$ cat config.mk
export PLATFORM = sky130hd
export DESIGN_NAME = decode_stage_flat
export DESIGN_NICKNAME = d
export VERILOG_FILES = /design/src/rtl/decode_stage_if.sv /design/src/rtl/decode_stage.sv /design/src/flat_wrapper.sv
export SDC_FILE = /design/constraint.sdc
export NUM_CORES = 1
export LEC_CHECK = 0
export CORE_MARGIN = 3
export CORE_UTILIZATION = 54
export CTS_BUF_LIST = sky130_fd_sc_hd__clkbuf_2 sky130_fd_sc_hd__clkbuf_4 sky130_fd_sc_hd__clkbuf_8
export DETAILED_ROUTE_END_ITERATION = 16
export HOLD_SLACK_MARGIN = 0.12
export PLACE_DENSITY = 0.83
export REMOVE_ABC_BUFFERS = 1
export SYNTH_ARGS = -nofsm -noshare
export SYNTH_HDL_FRONTEND = slang
export SYNTH_SLANG_ARGS = --single-unit
$ cat constraint.sdc
create_clock -name clk_in -period 3.05 [get_ports clk_in]
set_input_delay 0.915 -clock clk_in [delete_from_list [all_inputs] [get_ports clk_in]]
set_output_delay 0.915 -clock clk_in [all_outputs]
set_load 0.01 [all_outputs]
$ cat src/rtl/decode_stage_if.sv
// decode_stage_if
//   Bundles the fetch-side handshake, the execute-side handshake, the flush
//   request and the decoded fields for decode_stage.
//   master : environment side. It drives flush_in, instr_valid_in, instr_in,
//            pc_in and dec_ready_in, and it observes everything else.
//   slave  : decode_stage side, which is the mirror of master.
//   Ports:
//     flush_in                    discard every buffered instruction
//     instr_valid_in/ready_out    fetch handshake (instr_in, pc_in)
//     dec_valid_out/ready_in      execute handshake
//     op_code_out .. illegal_out  decoded fields of the head entry
interface decode_stage_if #(
    parameter int ARCH               = 32,
    parameter int REGFILE_ADDR_WIDTH = 5
);
    logic                          flush_in;
    logic                          instr_valid_in;
    logic                          instr_ready_out;
    logic [31:0]                   instr_in;
    logic [ARCH-1:0]               pc_in;
    logic                          dec_valid_out;
    logic                          dec_ready_in;
    logic [6:0]                    op_code_out;
    logic [2:0]                    func3_out;
    logic [6:0]                    func7_out;
    logic [REGFILE_ADDR_WIDTH-1:0] rs1_out;
    logic [REGFILE_ADDR_WIDTH-1:0] rs2_out;
    logic [REGFILE_ADDR_WIDTH-1:0] rd_out;
    logic [ARCH-1:0]               imm_out;
    logic [ARCH-1:0]               pc_out;
    logic [2:0]                    instr_type_out;
    logic                          illegal_out;

    modport master (
        output flush_in, instr_valid_in, instr_in, pc_in, dec_ready_in,
        input  instr_ready_out, dec_valid_out, op_code_out, func3_out, func7_out,
               rs1_out, rs2_out, rd_out, imm_out, pc_out, instr_type_out, illegal_out
    );

    modport slave (
        input  flush_in, instr_valid_in, instr_in, pc_in, dec_ready_in,
        output instr_ready_out, dec_valid_out, op_code_out, func3_out, func7_out,
               rs1_out, rs2_out, rd_out, imm_out, pc_out, instr_type_out, illegal_out
    );
endinterface

$ cat src/rtl/decode_stage.sv
// decode_stage
//   Registered, handshaked instruction decode stage between fetch and execute.
//   It splits a 32-bit instruction into opcode, func and register fields and a
//   sign-extended immediate, carries the PC alongside, and flags illegal
//   encodings. An accepted instruction appears on the outputs one cycle later.
//   Ports:
//     clk_in  rising-edge clock
//     rst_in  synchronous, active-high reset
//     bus     decode_stage_if.slave, which carries both handshakes, the flush
//             request and the decoded outputs
//   Parameters:
//     ARCH               datapath and immediate width (32 or 64)
//     REGFILE_ADDR_WIDTH register index width
//     SKID_EN            1: two-entry buffer with a registered ready
//                        0: single register with a combinational ready
module decode_stage #(
    parameter int ARCH               = 32,
    parameter int REGFILE_ADDR_WIDTH = 5,
    parameter bit SKID_EN            = 1'b1
) (
    input logic           clk_in,
    input logic           rst_in,
    decode_stage_if.slave bus
);

    typedef enum logic [2:0] {
        TYPE_R    = 3'd0,
        TYPE_I    = 3'd1,
        TYPE_S    = 3'd2,
        TYPE_B    = 3'd3,
        TYPE_U    = 3'd4,
        TYPE_J    = 3'd5,
        TYPE_NONE = 3'd7
    } instr_type_e;

    typedef struct packed {
        logic [6:0]                    op;
        logic [2:0]                    f3;
        logic [6:0]                    f7;
        logic [REGFILE_ADDR_WIDTH-1:0] rs1;
        logic [REGFILE_ADDR_WIDTH-1:0] rs2;
        logic [REGFILE_ADDR_WIDTH-1:0] rd;
        logic [ARCH-1:0]               imm;
        logic [ARCH-1:0]               pc;
        instr_type_e                   ty;
        logic                          ill;
    } entry_t;

    entry_t      dec;
    entry_t      main_q;
    logic        valid_q;
    logic        ready_int;
    logic [31:0] w;
    logic [31:0] imm32;

    // Combinational decode of the word currently offered by fetch.
    always_comb begin
        w      = bus.instr_in;
        imm32  = '0;
        dec    = '0;
        dec.op = w[6:0];
        dec.pc = bus.pc_in;
        dec.ty = TYPE_NONE;
        dec.ill = 1'b1;
        if (w[1:0] == 2'b11) begin
            case (w[6:0])
                7'b0110011: begin
                    dec.ty  = TYPE_R;
                    dec.ill = 1'b0;
                    dec.rd  = REGFILE_ADDR_WIDTH'(w[11:7]);
                    dec.rs1 = REGFILE_ADDR_WIDTH'(w[19:15]);
                    dec.rs2 = REGFILE_ADDR_WIDTH'(w[24:20]);
                    dec.f3  = w[14:12];
                    dec.f7  = w[31:25];
                end
                7'b0010011, 7'b0000011, 7'b1100111, 7'b1110011: begin
                    dec.ty  = TYPE_I;
                    dec.ill = 1'b0;
                    dec.rd  = REGFILE_ADDR_WIDTH'(w[11:7]);
                    dec.rs1 = REGFILE_ADDR_WIDTH'(w[19:15]);
                    dec.f3  = w[14:12];
                    imm32   = {{20{w[31]}}, w[31:20]};
                end
                7'b0100011: begin
                    dec.ty  = TYPE_S;
                    dec.ill = 1'b0;
                    dec.rs1 = REGFILE_ADDR_WIDTH'(w[19:15]);
                    dec.rs2 = REGFILE_ADDR_WIDTH'(w[24:20]);
                    dec.f3  = w[14:12];
                    imm32   = {{20{w[31]}}, w[31:25], w[11:7]};
                end
                7'b1100011: begin
                    dec.ty  = TYPE_B;
                    dec.ill = 1'b0;
                    dec.rs1 = REGFILE_ADDR_WIDTH'(w[19:15]);
                    dec.rs2 = REGFILE_ADDR_WIDTH'(w[24:20]);
                    dec.f3  = w[14:12];
                    imm32   = {{19{w[31]}}, w[31], w[7], w[30:25], w[11:8], 1'b0};
                end
                7'b0110111, 7'b0010111: begin
                    dec.ty  = TYPE_U;
                    dec.ill = 1'b0;
                    dec.rd  = REGFILE_ADDR_WIDTH'(w[11:7]);
                    imm32   = {w[31:12], 12'b0};
                end
                7'b1101111: begin
                    dec.ty  = TYPE_J;
                    dec.ill = 1'b0;
                    dec.rd  = REGFILE_ADDR_WIDTH'(w[11:7]);
                    imm32   = {{11{w[31]}}, w[31], w[19:12], w[20], w[30:21], 1'b0};
                end
                default: begin
                    dec.ty  = TYPE_NONE;
                    dec.ill = 1'b1;
                end
            endcase
        end
        // The 32-bit immediate is sign-extended to the full datapath. On
        // ARCH=64 this makes U-type immediates extend from bit 31.
        dec.imm = ARCH'(signed'(imm32));
    end

    assign bus.op_code_out     = main_q.op;
    assign bus.func3_out       = main_q.f3;
    assign bus.func7_out       = main_q.f7;
    assign bus.rs1_out         = main_q.rs1;
    assign bus.rs2_out         = main_q.rs2;
    assign bus.rd_out          = main_q.rd;
    assign bus.imm_out         = main_q.imm;
    assign bus.pc_out          = main_q.pc;
    assign bus.instr_type_out  = main_q.ty;
    assign bus.illegal_out     = main_q.ill;
    assign bus.dec_valid_out   = valid_q;
    // Reset forces ready low. The registered ready returns the cycle rst_in drops.
    assign bus.instr_ready_out = ready_int & ~rst_in;

    generate
        if (SKID_EN) begin : g_skid
            typedef enum logic [1:0] {S_EMPTY, S_ONE, S_FULL} state_e;

            state_e state_q;
            entry_t skid_q;
            logic   ready_q;
            logic   in_xfer;
            logic   out_xfer;

            assign ready_int = ready_q;
            assign in_xfer   = bus.instr_valid_in & ready_q;
            assign out_xfer  = valid_q & bus.dec_ready_in;

            // main_q is always the head of the FIFO. skid_q holds the second
            // entry only in S_FULL, and it moves to main_q when the head drains.
            always_ff @(posedge clk_in) begin
                if (rst_in) begin
                    state_q <= S_EMPTY;
                    main_q  <= '0;
                    skid_q  <= '0;
                    valid_q <= 1'b0;
                    ready_q <= 1'b1;
                end else if (bus.flush_in) begin
                    state_q <= S_EMPTY;
                    valid_q <= 1'b0;
                    ready_q <= 1'b1;
                end else begin
                    case (state_q)
                        S_EMPTY: begin
                            if (in_xfer) begin
                                main_q  <= dec;
                                valid_q <= 1'b1;
                                state_q <= S_ONE;
                            end
                        end
                        S_ONE: begin
                            if (in_xfer && out_xfer) begin
                                main_q <= dec;
                            end else if (in_xfer) begin
                                skid_q  <= dec;
                                ready_q <= 1'b0;
                                state_q <= S_FULL;
                            end else if (out_xfer) begin
                                valid_q <= 1'b0;
                                state_q <= S_EMPTY;
                            end
                        end
                        S_FULL: begin
                            if (out_xfer) begin
                                main_q  <= skid_q;
                                ready_q <= 1'b1;
                                state_q <= S_ONE;
                            end
                        end
                        default: begin
                            valid_q <= 1'b0;
                            ready_q <= 1'b1;
                            state_q <= S_EMPTY;
                        end
                    endcase
                end
            end
        end else begin : g_single
            logic in_xfer;
            logic out_xfer;

            assign ready_int = ~valid_q | bus.dec_ready_in;
            assign in_xfer   = bus.instr_valid_in & ready_int;
            assign out_xfer  = valid_q & bus.dec_ready_in;

            always_ff @(posedge clk_in) begin
                if (rst_in) begin
                    main_q  <= '0;
                    valid_q <= 1'b0;
                end else if (bus.flush_in) begin
                    valid_q <= 1'b0;
                end else if (in_xfer) begin
                    main_q  <= dec;
                    valid_q <= 1'b1;
                end else if (out_xfer) begin
                    valid_q <= 1'b0;
                end
            end
        end
    endgenerate

endmodule

$ cat src/flat_wrapper.sv
// flat-port wrapper written by rule: the top's interface ports become plain ports
module decode_stage_flat 
#(
    parameter int ARCH               = 32,
    parameter int REGFILE_ADDR_WIDTH = 5,
    parameter bit SKID_EN            = 1'b1
)
  (clk_in, rst_in, bus_flush_in, bus_instr_valid_in, bus_instr_in, bus_pc_in, bus_dec_ready_in, bus_instr_ready_out, bus_dec_valid_out, bus_op_code_out, bus_func3_out, bus_func7_out, bus_rs1_out, bus_rs2_out, bus_rd_out, bus_imm_out, bus_pc_out, bus_instr_type_out, bus_illegal_out);
  decode_stage_if #(.ARCH(ARCH), .REGFILE_ADDR_WIDTH(REGFILE_ADDR_WIDTH)) bus_i ();
  input logic clk_in;
  input logic rst_in;
  input wire logic [$bits(bus_i.flush_in)-1:0] bus_flush_in;
  input wire logic [$bits(bus_i.instr_valid_in)-1:0] bus_instr_valid_in;
  input wire logic [$bits(bus_i.instr_in)-1:0] bus_instr_in;
  input wire logic [$bits(bus_i.pc_in)-1:0] bus_pc_in;
  input wire logic [$bits(bus_i.dec_ready_in)-1:0] bus_dec_ready_in;
  output wire logic [$bits(bus_i.instr_ready_out)-1:0] bus_instr_ready_out;
  output wire logic [$bits(bus_i.dec_valid_out)-1:0] bus_dec_valid_out;
  output wire logic [$bits(bus_i.op_code_out)-1:0] bus_op_code_out;
  output wire logic [$bits(bus_i.func3_out)-1:0] bus_func3_out;
  output wire logic [$bits(bus_i.func7_out)-1:0] bus_func7_out;
  output wire logic [$bits(bus_i.rs1_out)-1:0] bus_rs1_out;
  output wire logic [$bits(bus_i.rs2_out)-1:0] bus_rs2_out;
  output wire logic [$bits(bus_i.rd_out)-1:0] bus_rd_out;
  output wire logic [$bits(bus_i.imm_out)-1:0] bus_imm_out;
  output wire logic [$bits(bus_i.pc_out)-1:0] bus_pc_out;
  output wire logic [$bits(bus_i.instr_type_out)-1:0] bus_instr_type_out;
  output wire logic [$bits(bus_i.illegal_out)-1:0] bus_illegal_out;
  assign bus_i.flush_in = bus_flush_in;
  assign bus_i.instr_valid_in = bus_instr_valid_in;
  assign bus_i.instr_in = bus_instr_in;
  assign bus_i.pc_in = bus_pc_in;
  assign bus_i.dec_ready_in = bus_dec_ready_in;
  assign bus_instr_ready_out = bus_i.instr_ready_out;
  assign bus_dec_valid_out = bus_i.dec_valid_out;
  assign bus_op_code_out = bus_i.op_code_out;
  assign bus_func3_out = bus_i.func3_out;
  assign bus_func7_out = bus_i.func7_out;
  assign bus_rs1_out = bus_i.rs1_out;
  assign bus_rs2_out = bus_i.rs2_out;
  assign bus_rd_out = bus_i.rd_out;
  assign bus_imm_out = bus_i.imm_out;
  assign bus_pc_out = bus_i.pc_out;
  assign bus_instr_type_out = bus_i.instr_type_out;
  assign bus_illegal_out = bus_i.illegal_out;
  decode_stage #(.ARCH(ARCH), .REGFILE_ADDR_WIDTH(REGFILE_ADDR_WIDTH), .SKID_EN(SKID_EN)) u_core (.clk_in(clk_in), .rst_in(rst_in), .bus(bus_i));
endmodule
==> results of run 1 <==
==> area by class of cell <==
type / count / area (um^2)
clock buffers: 50 / 606.8
clock inverters: 3 / 15.01
fillers: 1208 / 4144
inverters: 14 / 52.55
multi-input cells: 723 / 4099
flip-flops and latches: 204 / 4084
well taps: 211 / 264.0
repair buffers: 220 / 2162
==> worst register-to-register path, delay by kind of cell (launching register included) <==
family,cells,cell delay (ns)
DFF,1,0.51
AOI/OAI and AO/OA,1,0.32
and+or+nand+nor,2,0.82
buffers and inverters,1,0.50
==> sequential cells by signal, indices dropped and copies added (netlist names) <==
name                       flops
u_core.bus.imm_out            32
u_core.bus.dec_valid_out       1
u_core.g_skid.state_q          2
u_core.bus.rs1_out             5
u_core.bus.func7_out           7
u_core.bus.rd_out              5
u_core.bus.func3_out           3
u_core.g_skid.ready_q          1
u_core.bus.pc_out             32
u_core.bus.illegal_out         1
u_core.g_skid.skid_q         100
u_core.bus.instr_type_out      3
u_core.bus.rs2_out             5
u_core.bus.op_code_out         7
==> power groups by stage <==
| stage | registers (uW) | clock network, uW | logic [uW] |
|---|---|---|---|
| 2_1_floorplan | 2910 | 0 | 263 |
| 3_3_place_gp | 2880 | 0 | 740 |
| 3_5_place_dp | 2880 | 0 | 750 |
| 4_1_cts | 2830 | 2280 | 755 |
| 5_1_grt | 2840 | 2400 | 817 |
| 6_report | 2830 | 2250 | 760 |
==> cell usage after synthesis (3+ instances only) <==
cell,n
a211oi_1,16
a21oi_1,118
a21oi_2,8
a221o_1,5
a221oi_1,14
a311oi_1,39
a32o_1,11
a32oi_1,23
a41o_1,4
and2_1,3
buf_1,3
buf_2,29
clkbuf_1,65
dfxtp_1,204
inv_1,14
nand2_1,213
nand2b_1,16
nand3_1,17
nand4bb_1,3
nor2_1,87
nor2b_1,4
nor3_1,4
o2111ai_1,8
o211ai_1,13
o21ai_0,52
o221ai_1,12
o22ai_1,5
o311ai_0,6
==> cells by family (layout without fill, tap and decap cells) <==
family / Yosys count / count (layout)
simple gates: 365 / 365
mux: 4 / 4
compound gates: 353 / 353
flops: 204 / 204
xor+xnor: 1 / 1
buf+inv: 113 / 287
==> placed cells by master, fill, tap and decap left out, types with 3 or more instances in the layout <==
| cell | instances |
|---|---|
| a32o_1 | 11 |
| o2111ai_1 | 8 |
| nand2b_1 | 15 |
| a21oi_1 | 118 |
| clkdlybuf4s50_1 | 169 |
| nor2b_1 | 3 |
| nand2_1 | 212 |
| buf_4 | 44 |
| o211ai_1 | 13 |
| clkbuf_4 | 13 |
| a311oi_1 | 39 |
| nor2_1 | 86 |
| buf_12 | 7 |
| clkinv_2 | 3 |
| a211oi_1 | 16 |
| a221o_1 | 5 |
| dfxtp_1 | 204 |
| o221ai_1 | 12 |
| a221oi_1 | 14 |
| a41o_1 | 4 |
| clkbuf_8 | 37 |
| inv_1 | 14 |
| and2_1 | 3 |
| a21oi_2 | 8 |
| nand4bb_1 | 3 |
| a32oi_1 | 23 |
| nand3_1 | 17 |
| o22ai_1 | 5 |
| o311ai_0 | 6 |
| nor3_1 | 4 |
| o21ai_0 | 52 |
==> worst max path at each step <==
stage                                                from                              endpoint  slack (ns)  depth (start not counted)
floorplan           u_core.g_skid.state_q[1]$_SDFFE_PP0P_     u_core.bus.rd_out[0]$_SDFFE_PP0P_       -2.22                          4
global placement                          bus_instr_in[4]   u_core.bus.imm_out[30]$_SDFFE_PP0P_       -0.11                          5
detailed placement                        bus_instr_in[4]   u_core.bus.imm_out[20]$_SDFFE_PP0P_       -0.18                          5
CTS                                       bus_instr_in[4]   u_core.bus.imm_out[20]$_SDFFE_PP0P_        0.35                          5
global route                              bus_instr_in[2]  u_core.bus.func7_out[4]$_SDFFE_PP0P_        0.12                          6
finish                                    bus_instr_in[4]   u_core.bus.imm_out[20]$_SDFFE_PP0P_        0.21                          5
==> per-layer routing <==
layer / vias to the layer above / GRT usage [%]
met4: 0 / 8.083
met1: 3988 / 36.76
met3: 55 / 3.817
li1: 4074 / -
met2: 437 / 44.53
met5: - / 0
==> per-stage QoR <==
stage	hold slack, ns	cells	instance area [um^2]
2_1_floorplan	0.4254	941	8208
3_3_place_gp	0.4380	1372	10660
3_5_place_dp	0.4436	1372	10660
4_1_cts	0.4525	1425	11280
5_1_grt	0.4682	1425	11280
6_report	0.4526	1425	11280
==> metrics.md, run 1 <==
| Metric | Value |
|---|---|
| Hold-fix buffer count after cts | 0 |
| Capturing point of the worst reg2reg path | u_core.bus.op_code_out[4]$_SDFFE_PP0P_ |
| Clock latency on the worst-skew pair | 0.55 ns |
| Number of standard cells after synthesis | 1040 |
| Tightest slew margin relative to the limit | 24.23% |
| Summed negative setup slack over all endpoints | 0 ns |
| Net load switching power | 1449 uW |
| Cell at the root of the clock tree | clkbuf_8 |
| Compound-gate portion of the synthesized area | 28.44% |
| Number of antenna violations at the first check in global routing | 0 |
| Max Slew Vio Count | 0 |
| GRT Resource Usage Total | 26.93% |
| Highest achievable clock rate | 0.3525 GHz |
| Wirelength, routed | 24.86 mm |
| Routed wire length on met3 | 2.073 mm |
| CP max stage cell | a21oi_1 |
| CTS sink cnt | 204 |
| Total power divided by cell area | 517.0 nW/um^2 |
| Slew of the pin with the lowest slew margin | 1.137 ns |
| Worst path most repeated cell | a21oi_1 |
| Adder and majority gate portion of the synthesized area | 0% |
| Combinational family with the most area after synthesis | compound AO/OA/AOI/OAI gates |
| Pre-antenna DRT Iters | 5 |
| Reg2reg setup slack | 0.77 ns |
| IR drop worst, VDD | 0.0003890 V |
| Count of port buffers added during placement | 170 |
| Buffer and inverter count on the worst path | 1 |
| Critical Path Start Type | input port |
| Fin crit period | 2.837 ns |
| Ratio of routed vias to standard cells | 6.003 |
| Data required, critical path | 3.41 ns |
| Pin count of the biggest net entering global routing | 100 |
| Clock-pin slew reported for the worst setup and hold paths after clock tree synthesis | 0.06 ns |
| Number of diodes | 0 |
| Minimum setup slack in the final design | 0.2131 ns |
| Simple-Gate Fraction of Synth Area | 18.16% |
| Overflow left after global routing | 0 |
| Seq pwr share | 48.5% |
| Worst hold stages | 2 |
| Sequential element share of the synthesized area | 47.34% |
| Die Footprint | 17530 um^2 |
| Critical path endpoint category | flip-flop |
| Number of post-CTS setup repair buffers | 0 |
| Number of failing setup endpoints in the final timing report | 0 |
| TritonCTS clock tree | yes |
| Unrepaired setup endpoints after global routing | no |
| Highest metal layer with signal wires | met4 |
| Leakage power summed over all cells | 0.003967 uW |
| Top Ports | 171 |
| Cts bufs inserted | 31 |
| Outcome | finished clean |
| Initial detailed-routing violation count | 895 |
| Depth of the CTS H-tree | 1 |
| Share of the synthesized area in the top cell type | 47.34% |
| Overall Power | 5833 uW |
| Clock buffer depth | 3 |
| Arr. time, crit path | 3.20 ns |
| Number of enable flip-flop cells after synthesis | 0 |
| Number of storage elements in the synthesis netlist | 204 |
| Predominant post-synthesis flop cell | dfxtp_1 |
| Max Fanout on Critical Path | 14 |
| Post-detail-place hpwl | 15.83 mm |
| Share of synthesized flip-flops with an asynchronous set or reset | 0% |
| Stage delay of the slowest cell on the critical path | 0.87 ns |
| List of cells traversed by the critical path | clkdlybuf4s50_1, a2111oi_0, a31o_2, a21oi_1, a21oi_1 |
| Via count | 8554 |
| Net total in the final layout | 1263 |
| Path type of the worst setup path | in -> reg |
| Initial Util | 55.92% |
| Worst r2r path cells | 4 |
| Chip Height | 132.4 um |
| Routability-driven placement congestion ratio | 0.9044 |
| Ratio of cells with drive above 1 in the final layout | 10.63% |
| Count of standard-cell rows | 45 |
| Part of the power in combinational logic | 13.0% |
| Post-Synthesis Cell Area | 8627 um^2 |
| Worst Hold Endpoint | u_core.g_skid.skid_q[43]$_SDFFE_PP0P_ |
| Startpoint of the worst-slack reg-to-reg timing path | u_core.g_skid.state_q[1]$_SDFFE_PP0P_ |
| Cell variety after synth | 65 |
| Worst clock skew on the final layout | 0.02624 ns |
| Synth Area per Inst | 8.295 um^2 |
| Final core utilization | 73.14% |
| Period Utilization, post-route | 93.01% |
| Vias in the first global route | 8018 |
| Worst setup slack after placement | -0.1803 ns |
| Clock group share of total power | 38.5% |
| Startpoint of the tightest hold check path | u_core.g_skid.skid_q[43]$_SDFFE_PP0P_ |
| Hold Crit Class | reg -> reg |
| Number of antenna-violating nets in the routed design | 0 |
| Met1 wire length | 10.61 mm |
| Placeable core area | 15430 um^2 |
| Wire length of the first global-routing pass | 40.32 mm |
| Number of maximum-capacitance violations | 0 |
| Switching portion of total power | 24.84% |
| Main area contributors after synthesis | dfxtp_1, nand2_1, a21oi_1, a311oi_1, nor2_1 |
| Post-cts sizing count | 0 |
| Area leader, netlist | dfxtp_1 |
| Area added between synthesis and finish | 30.79% |
| Final hold violations | 0 |
| Largest delay share family, worst path | compound AO/OA/AOI/OAI gates |
| Share of the synthesized netlist area taken by xor and xnor gates | 0.1015% |
| Yosys synthesis warning count | 0 |
| Amount of wire on met2 after detailed routing | 11.63 mm |
| DRC | 0 |
| Post-DR wirelength/cell | 17.44 um |
| Mux contribution to synthesized area | 0.4931% |
| Die X | 132.4 um |
| Internal Power | 4384 uW |
Note: power is estimated with default switching activity, not from simulation.
==> run 2, diff against run 1 <==
Settings changed: CORE_UTILIZATION 54 to 50, PLACE_DENSITY 0.83 to 0.78.
==> metrics.md, run 2 (synthesis gave the netlist of run 1 again) <==
| Metric | Value |
|---|---|
| Outcome | finished clean (unchanged) |
| Pre-antenna DRT Iters | 5 (unchanged) |
| Worst r2r path cells | 5 (was 4) |
| Die X | 137.4 um (was 132.4 um) |
| CP max stage cell | nor3_1 (was a21oi_1) |
| Filler cells | 1420 (was 1208) |
| Critical Path Start Type | input port (unchanged) |
| Wire length of the first global-routing pass | 40.23 mm (was 40.32 mm) |
| Largest delay share family, worst path | simple AND/OR/NAND/NOR gates (was compound AO/OA/AOI/OAI gates) |
| Post-DR wirelength/cell | 17.44 um (about the same) |
| DRC | 0 (unchanged) |
| Startpoint of the tightest hold check path | u_core.g_skid.skid_q[71]$_SDFFE_PP0P_ (was u_core.g_skid.skid_q[43]$_SDFFE_PP0P_) |
| Worst hold stages | 2 (unchanged) |
| Initial detailed-routing violation count | 834 (was 895) |
| TritonCTS clock tree | yes (unchanged) |
| Initial Util | 51.47% (was 55.92%) |
| Count of standard-cell rows | 47 (was 45) |
| Net total in the final layout | 1279 (was 1263) |
| Ratio of cells with drive above 1 in the final layout | 11.86% (was 10.63%) |
| Vias in the first global route | 7987 (was 8018) |
| Total power divided by cell area | 534.8 nW/um^2 (was 517.0 nW/um^2) |
| Count of port buffers added during placement | 170 (unchanged) |
| Net load switching power | 1518 uW (was 1449 uW) |
| Depth of the CTS H-tree | 2 (was 1) |
| Placeable core area | 16760 um^2 (was 15430 um^2) |
| Register with the highest flop count | u_core.g_skid.skid_q (unchanged) |
| Clock buffer depth | 3 (unchanged) |
| Switching portion of total power | 24.72% (was 24.84%) |
| Number of antenna violations at the first check in global routing | 0 (unchanged) |
| Post-detailed-placement cell area | 10760 um^2 (was 10660 um^2) |
| Buffer and inverter count on the worst path | 2 (was 1) |
| Post-route cell area | 11480 um^2 (was 11280 um^2) |
| Worst Hold Endpoint | u_core.g_skid.skid_q[71]$_SDFFE_PP0P_ (was u_core.g_skid.skid_q[43]$_SDFFE_PP0P_) |
| IR drop worst, VDD | 0.0003514 V (was 0.0003890 V) |
| Period Utilization, post-route | 87.42% (was 93.01%) |
| Top Ports | 171 (unchanged) |
| Path type of the worst setup path | in -> reg (unchanged) |
| Hold-fix buffer count after cts | 0 (unchanged) |
| Capturing point of the worst reg2reg path | u_core.bus.imm_out[2]$_SDFFE_PP0P_ (was u_core.bus.op_code_out[4]$_SDFFE_PP0P_) |
| Hold Crit Class | reg -> reg (unchanged) |
| Ratio of routed vias to standard cells | 5.868 (was 6.003) |
| Max Slew Vio Count | 0 (unchanged) |
| GRT Resource Usage Total | 26.06% (was 26.93%) |
| Max Fanout on Critical Path | 7 (was 14) |
| Worst setup slack after placement | -0.08829 ns (was -0.1803 ns) |
| Leakage power summed over all cells | 0.004072 uW (was 0.003967 uW) |
| Slew of the pin with the lowest slew margin | 1.110 ns (was 1.137 ns) |
| Number of flip-flops under the largest register name | 100 (unchanged) |
| Number of post-CTS setup repair buffers | 0 (unchanged) |
| Part of the power in combinational logic | 12.5% (was 13.0%) |
| Routability-driven placement congestion ratio | 0.9473 (was 0.9044) |
| Die Footprint | 18870 um^2 (was 17530 um^2) |
| Clock latency on the worst-skew pair | 0.50 ns (was 0.55 ns) |
| Stage delay of the slowest cell on the critical path | 0.80 ns (was 0.87 ns) |
| Unrepaired setup endpoints after global routing | no (unchanged) |
| Number of maximum-capacitance violations | 0 (unchanged) |
| Leading cell type in the layout, fill and taps excluded | nand2_1 (unchanged) |
| Post-cts sizing count | 0 (unchanged) |
| List of cells traversed by the critical path | clkdlybuf4s50_1, nand4bb_1, buf_4, nor3_1, a221oi_1, nor2_1 (was clkdlybuf4s50_1, a2111oi_0, a31o_2, a21oi_1, a21oi_1) |
| Chip Height | 137.4 um (was 132.4 um) |
| Highest achievable clock rate | 0.3750 GHz (was 0.3525 GHz) |
| Worst clock skew on the final layout | 0.01600 ns (was 0.02624 ns) |
| Via count | 8515 (was 8554) |
| Area added between synthesis and finish | 33.08% (was 30.79%) |
| Final hold violations | 0 (unchanged) |
| Internal Power | 4622 uW (was 4384 uW) |
| Number of diodes | 0 (unchanged) |
| Reg2reg setup slack | 0.98 ns (was 0.77 ns) |
| Pin count of the biggest net entering global routing | 114 (was 100) |
| Wirelength, routed | 25.31 mm (was 24.86 mm) |
| Clock group share of total power | 41.5% (was 38.5%) |
| Tightest slew margin relative to the limit | 26.00% (was 24.23%) |
| Startpoint of the worst-slack reg-to-reg timing path | u_core.g_skid.state_q[1]$_SDFFE_PP0P_ (unchanged) |
| Cell at the root of the clock tree | clkbuf_8 (unchanged) |
| CTS sink cnt | 204 (unchanged) |
| Overflow left after global routing | 0 (unchanged) |
| Fin crit period | 2.666 ns (was 2.837 ns) |
| Number of failing setup endpoints in the final timing report | 0 (unchanged) |
| Number of antenna-violating nets in the routed design | 0 (unchanged) |
| Most used cells in the layout excluding fill and tap cells | nand2_1, dfxtp_1, clkdlybuf4s50_1, a21oi_1, nor2_1 (unchanged) |
| Arr. time, crit path | 3.10 ns (was 3.20 ns) |
| Cts bufs inserted | 36 (was 31) |
| Seq pwr share | 46.0% (was 48.5%) |
| Post-detail-place hpwl | 16.15 mm (was 15.83 mm) |
| Minimum setup slack in the final design | 0.3837 ns (was 0.2131 ns) |
| Critical path endpoint category | flip-flop (unchanged) |
| Clock-pin slew reported for the worst setup and hold paths after clock tree synthesis | 0.06 ns (about the same) |
| Data required, critical path | 3.48 ns (was 3.41 ns) |
==> run 2: cell count changes in the layout (fill, tap and decap cells not counted) <==
cell,before,now
buf_4,44,55
clkbuf_8,37,44
clkinv_2,3,6
bufinv_16,0,1
clkbuf_4,13,8
==> run 2: layout make-up <==
| type | count | area, um^2 | area share (%) |
|---|---|---|---|
| clock buffers | 52 | 665.6 | 5.798 |
| clock inverters | 7 | 60.06 | 0.5231 |
| inverters | 14 | 52.55 | 0.4577 |
| multi-input cells | 723 | 4099 | 35.70 |
| flip-flops and latches | 204 | 4084 | 35.57 |
| well taps | 220 | 275.3 | 2.398 |
| repair buffers | 231 | 2245 | 19.55 |
==> run 2: how the worst max path moves through the flow <==
| stage | start | to | slack (ns) | depth (start not counted) |
|---|---|---|---|---|
| final | bus_instr_in[1] | u_core.bus.func7_out[1]$_SDFFE_PP0P_ | 0.38 | 6 |
| after global placement | bus_instr_in[4] | u_core.bus.imm_out[30]$_SDFFE_PP0P_ | -0.03 | 6 |
| after CTS | rst_in | bus_instr_ready_out | 0.42 | 3 |
| after detailed placement | bus_instr_in[1] | u_core.bus.func7_out[4]$_SDFFE_PP0P_ | -0.09 | 6 |
| after global routing | bus_instr_in[6] | u_core.bus.func7_out[3]$_SDFFE_PP0P_ | 0.22 | 6 |
| after floorplan | u_core.g_skid.state_q[1]$_SDFFE_PP0P_ | u_core.bus.rd_out[0]$_SDFFE_PP0P_ | -2.22 | 4 |
==> run 2: power groups by stage <==
stage	logic (uW)	clock network, uW	registers, uW
6_report	765	2550	2830
5_1_grt	831	2700	2840
2_1_floorplan	263	0	2910
4_1_cts	763	2590	2830
3_5_place_dp	758	0	2880
3_3_place_gp	750	0	2880
==> run 2: layer usage <==
layer / track usage (%) / vias up / wire length [um]
li1: - / 4110 / -
met1: 36.42 / 3995 / 11080
met2: 41.01 / 362 / 11690
met3: 4.383 / 48 / 1978
met4: 8.814 / 0 / 561
met5: 0 / - / 0
==> run 2: worst min-delay path, cell delays in order, from the launching register on <==
cell and delay [ns]:
dfxtp_1 0.30, nand2_1 0.05, a21oi_1 0.05
==> run 2: per-stage QoR <==
step / hold WS [ns] / total power [uW] / TNS [ns] / instances / utilization, %
floorplan: 0.4254 / 3177 / -218.70 / 941 / -
CTS: 0.4518 / 6184 / 0 / 1451 / 68.50
detailed placement: 0.4436 / 3641 / -1.202 / 1392 / 64.17
global placement: 0.4383 / 3632 / -0.2338 / 1392 / 64.17
finish: 0.4490 / 6140 / 0 / 1451 / 68.50
global route: 0.4637 / 6371 / 0 / 1451 / 68.50
